`config.mk`:
```
export PLATFORM = sky130hd
export DESIGN_NAME = phase_sequencer
export DESIGN_NICKNAME = d
export VERILOG_FILES = /design/src/rtl/phase_sequencer.sv
export SDC_FILE = /design/constraint.sdc
export NUM_CORES = 1
export LEC_CHECK = 0
export CELL_PAD_IN_SITES_DETAIL_PLACEMENT = 2
export CELL_PAD_IN_SITES_GLOBAL_PLACEMENT = 2
export CORE_ASPECT_RATIO = 2
export CORE_UTILIZATION = 36
export CTS_BUF_LIST = sky130_fd_sc_hd__clkbuf_8
export DETAILED_ROUTE_END_ITERATION = 8
export PLACE_DENSITY = 0.9
export SLEW_MARGIN = 20
export SYNTH_ARGS = -nofsm -noshare
export SYNTH_HDL_FRONTEND = slang
export SYNTH_SLANG_ARGS = --single-unit
```
`constraint.sdc`:
```
create_clock -name clk -period 3.88 [get_ports clk]
set_input_delay 0.776 -clock clk [delete_from_list [all_inputs] [get_ports clk]]
set_output_delay 0.776 -clock clk [all_outputs]
set_load 0.02 [all_outputs]
```
`src/rtl/phase_sequencer.sv`:
```
// Five-phase instruction sequencer (IF/ID/EX/MEM/WB) with halt handling,
// a per-phase watchdog and a wrapping retired-instruction counter.
module phase_sequencer #(
    parameter int COUNT_W        = 16,
    parameter int TIMEOUT_CYCLES = 255
) (
    input  logic               clk,
    input  logic               reset,
    input  logic               run,
    input  logic               halt,
    input  logic               if_done,
    input  logic               id_done,
    input  logic               ex_done,
    input  logic               mem_done,
    input  logic               wb_done,
    input  logic               need_mem,
    output logic               phase_if,
    output logic               phase_id,
    output logic               phase_ex,
    output logic               phase_mem,
    output logic               phase_wb,
    output logic               phase_start,
    output logic               busy,
    output logic               halted,
    output logic               timeout,
    output logic [COUNT_W-1:0] instr_count
);

    // The wait counter only has to hold 0..TIMEOUT_CYCLES-1 missed cycles.
    localparam int WAIT_W = (TIMEOUT_CYCLES > 1) ? $clog2(TIMEOUT_CYCLES) : 1;
    localparam logic [WAIT_W-1:0] WAIT_LIMIT = WAIT_W'(TIMEOUT_CYCLES - 1);

    typedef enum logic [2:0] {
        S_IDLE, S_IF, S_ID, S_EX, S_MEM, S_WB, S_HALTED
    } state_t;

    state_t              r_state;
    state_t              w_next;
    logic                r_mem_req;
    logic [WAIT_W-1:0]   r_wait;
    logic                w_in_phase;
    logic                w_done;
    logic                w_expire;

    always_comb begin
        // NOTE: every signal gets a default first so no path can infer a latch.
        w_done     = 1'b0;
        w_in_phase = r_state inside {S_IF, S_ID, S_EX, S_MEM, S_WB};
        case (r_state)
            S_IF:    w_done = if_done;
            S_ID:    w_done = id_done;
            S_EX:    w_done = ex_done;
            S_MEM:   w_done = mem_done;
            S_WB:    w_done = wb_done;
            default: w_done = 1'b0;
        endcase

        // A done arriving on the limit cycle wins over the watchdog.
        w_expire = w_in_phase && !w_done && (r_wait == WAIT_LIMIT);

        w_next = r_state;
        case (r_state)
            S_IDLE:  if (run)      w_next = S_IF;
            S_IF:    if (if_done)  w_next = S_ID;
            S_ID:    if (id_done)  w_next = S_EX;
            S_EX:    if (ex_done)  w_next = r_mem_req ? S_MEM : S_WB;
            S_MEM:   if (mem_done) w_next = S_WB;
            S_WB: begin
                if (wb_done) begin
                    if (halt)     w_next = S_HALTED;
                    else if (run) w_next = S_IF;
                    else          w_next = S_IDLE;
                end
            end
            default: w_next = r_state;
        endcase
        if (w_expire) w_next = S_HALTED;
    end

    // Outputs are registered from the next state so they line up with r_state.
    always_ff @(posedge clk) begin
        // NOTE: sequential state uses non-blocking assignments only.
        if (reset) begin
            r_state     <= S_IDLE;
            r_mem_req   <= 1'b0;
            r_wait      <= '0;
            instr_count <= '0;
            halted      <= 1'b0;
            timeout     <= 1'b0;
            phase_if    <= 1'b0;
            phase_id    <= 1'b0;
            phase_ex    <= 1'b0;
            phase_mem   <= 1'b0;
            phase_wb    <= 1'b0;
            phase_start <= 1'b0;
            busy        <= 1'b0;
        end else begin
            r_state <= w_next;

            if (r_state == S_ID && id_done) r_mem_req <= need_mem;

            if (w_next != r_state)  r_wait <= '0;
            else if (w_in_phase)    r_wait <= r_wait + 1'b1;

            if (r_state == S_WB && wb_done) instr_count <= instr_count + COUNT_W'(1);

            if (w_expire)             timeout <= 1'b1;
            if (w_next == S_HALTED)   halted  <= 1'b1;

            phase_if    <= (w_next == S_IF);
            phase_id    <= (w_next == S_ID);
            phase_ex    <= (w_next == S_EX);
            phase_mem   <= (w_next == S_MEM);
            phase_wb    <= (w_next == S_WB);
            busy        <= w_next inside {S_IF, S_ID, S_EX, S_MEM, S_WB};
            phase_start <= (w_next != r_state) &&
                           (w_next inside {S_IF, S_ID, S_EX, S_MEM, S_WB});
        end
    end

endmodule

```
==> out/qor.tcl <==
set qor(synth-async-reset-ratio) 0
set qor(crit_slowest_cell) {dfxtp_1}
set qor(num_vias) 1665
set qor(holdCritPathClass) {register to register}
set qor(endpoint_kind) {register}
set qor(finalWeightedCongestion) 0.7790
set qor(vdd_ir_drop_max_uv) 213.0
set qor(max_flop_register) {instr_count}
set qor(cts_htree_levels) 2
set qor(cp_max_fo) 21
set qor(final_layout_size_suffix_gt1_frac) 0.1034
set qor(area_growth_pct) 24.80
set qor(critPathLaunchType) {register}
set qor(number_of_global_route_vias_before_repair) 1759
set qor(post_synth_inst_count) 198
set qor(hold_violation_total_from_the_final_report) 0
set qor(insertion_delay_ps) 290
set qor(detail_route.iter0.violations) 10
set qor(tns_ps) 0
set qor(final_common_cell) {dfxtp_1}
set qor(ant_nets) 0
set qor(grt_pass1_wl_mm) 8.576
set qor(std_cell_rows) 37
set qor(chipWidth_um) 53.26
set qor(wl_per_cell_um) 18.06
set qor(design_power_total_w) 0.0008664
set qor(gr-usage-all-layers) 0.2084
set qor(io_pins) 35
set qor(cts_buffers) 5
set qor(route.detailed.vias_per_inst) 5.741
set qor(port-buffer-count) 34
set qor(critical_path_at_ps) 2980
set qor(cts_setup_buffers) 0
set qor(clk_pin_slew_ps) 80
set qor(mostFrequentLayoutCells) {dfxtp_1, clkdlybuf4s50_1, nor2_1, nand2_1, nor3_1}
set qor(largest_register_ffs) 16
set qor(number_of_instances_resized_during_post_cts_repair) 0
set qor(yosysWarningCount) 0
set qor(totalWireLength_mm) 5.237
set qor(hold_slack_ps) 468.9
set qor(synth-edff-count) 0
set qor(clock_tree.root_cell) {clkbuf_8}
set qor(detail_route.drc_violations) 0
set qor(netlist_area_um2) 1892
set qor(place.detailed.instances) 282
set qor(reg.largest.list) {instr_count x16, r_wait x8, r_state x3}
set qor(fmax_mhz) 357.8
set qor(synth_seq_cells) 37
set qor(core_area_um2) 5092
set qor(start_util) 0.3715
set qor(cts-hold-fix-buffers) 0
set qor(cts_sinks) 37
set qor(synth_top_area_share) 0.3915
set qor(critical_path_buf_inv_count) 1
set qor(timing.final.max_slew_violations) 0
set qor(min_period_ps) 2795
set qor(maxCapViolations) 0
set qor(run_status) {complete, no violations}
set qor(drt_first_pass_iters) 2
set qor(worst_pin_slew_ps) 784.5
set qor(worst_path_class_setup) {register to register}
set qor(relSlewSlack) 0.4763
set qor(synth_seq_area_share) 0.3915
set qor(syn-mean-instance-area_um2) 9.555
set qor(worst_path_required_ps) 4060
set qor(yosys.area.top_type) {dfxtp_1}
set qor(antenna_found_initial) 0
set qor(crit_family) {flip-flops}
set qor(grt-ovfl-total) 0
set qor(synth.lib_cells_used.distinct) 50
set qor(report.final.setup_viol) 0
set qor(worstPathCellList) {ha_1 -> inv_1 -> and4_1 -> a221oi_2 -> nand3b_1 -> nor3b_1}
set qor(die_area_um2) 5567
set qor(leading_post_synthesis_cells_by_cell_area) {dfxtp_1, xor2_1, nor2_1}
set qor(cts-root-to-sink-buffers) 2
set qor(power_per_standard_cell_area_nw_per_um2) 367.0
set qor(final.setup_skew_ps) 8.225
set qor(mappedNetlistNets) 212
set qor(die-height_um) 104.5
set qor(postLayoutCoreUtil) 0.4636
set qor(rsz0062_at_grt) {false}
set qor(dp_hpwl_mm) 3.982
set qor(antennaDiodeCount) 0
set qor(finalNonFillerCells) 290
set qor(fin_crit_sh) 0.7203
set qor(nets) 245
set qor(grt_start_max_net_pins) 25
set qor(ys_flop_type) {dfxtp_1}
set qor(cts_tree) {built}
set qor(critPathMaxStageDelay_ps) 830
set qor(total_leakage_power_nw) 0.8114
## cell usage after synthesis, types with 3 or more instances
cell type / number
a21oi_1: 6
xnor2_1: 9
ha_1: 4
mux2i_1: 4
xor2_1: 10
nand2_1: 12
nor3_1: 11
nor4_1: 3
and3_1: 3
and4bb_1: 3
o21ai_0: 5
dfxtp_1: 37
nor2_1: 23
or3_1: 3
inv_1: 5
nand3_1: 4
nand3b_1: 3
nand4_1: 9
buf_4: 3
## worst register-to-register path, stage by stage (launching register included)
cell and delay (ps):
dfxtp_1 830, ha_1 510, inv_1 160, and4_1 230
a221oi_2 450, nand3b_1 210, nor3b_1 310
## through the flow
step                cell area (um^2)  worst slack (ps)
floorplan                       1892              1846
global placement                2250              1128
detailed placement              2250              1080
CTS                             2361              1111
global route                    2361             943.4
finish                          2361              1085
## report_power, final
group	total (W)	internal (W)	switching (W)
sequential	0.000409	0.000390	0.0000183
clock	0.000334	0.000190	0.000144
combinational	0.000124	0.0000587	0.0000649
total	0.000866	0.000639	0.000227
## logic make-up (layout without fill, tap and decap cells)
logic type,count (synthesis),count (layout),share of synthesized area
compound gates,26,26,0.1210
mux,5,5,0.02712
buf+inv,14,48,0.04299
fa+ha+maj,4,4,0.02646
simple gates,93,93,0.3029
xor+xnor,19,19,0.08796
flops,37,37,0.3915
## per-layer routing
layer | wire (um) | track usage
met5 | 0 | 0
met4 | 134 | 0.08083
met3 | 133 | 0.03070
met2 | 3159 | 0.4089
met1 | 1808 | 0.1935
## worst paths after layout
check | slack [ps] | from | end | depth (start not counted)
worst max-delay path | 1090 | r_state[1]$_SDFF_PP0_ | phase_if$_SDFF_PP0_ | 6
worst min-delay path | 470 | halted$_SDFFE_PP0N_ | halted$_SDFFE_PP0N_ | 2
worst max register to register | 1090 | r_state[1]$_SDFF_PP0_ | phase_if$_SDFF_PP0_ | 6
worst min register to register | 470 | halted$_SDFFE_PP0N_ | halted$_SDFFE_PP0N_ | 2
## final cells by class
| cell class | instances | area, um^2 |
|---|---|---|
| clock buffers | 5 | 68.82 |
| fillers | 575 | 2731 |
| repair buffers | 35 | 347.8 |
| inverters | 5 | 18.77 |
| clock inverters | 3 | 42.54 |
| well taps | 58 | 72.57 |
| multi-input cells | 147 | 1070 |
| flip-flops and latches | 37 | 740.7 |
Note: power is estimated with default switching activity, not from simulation.
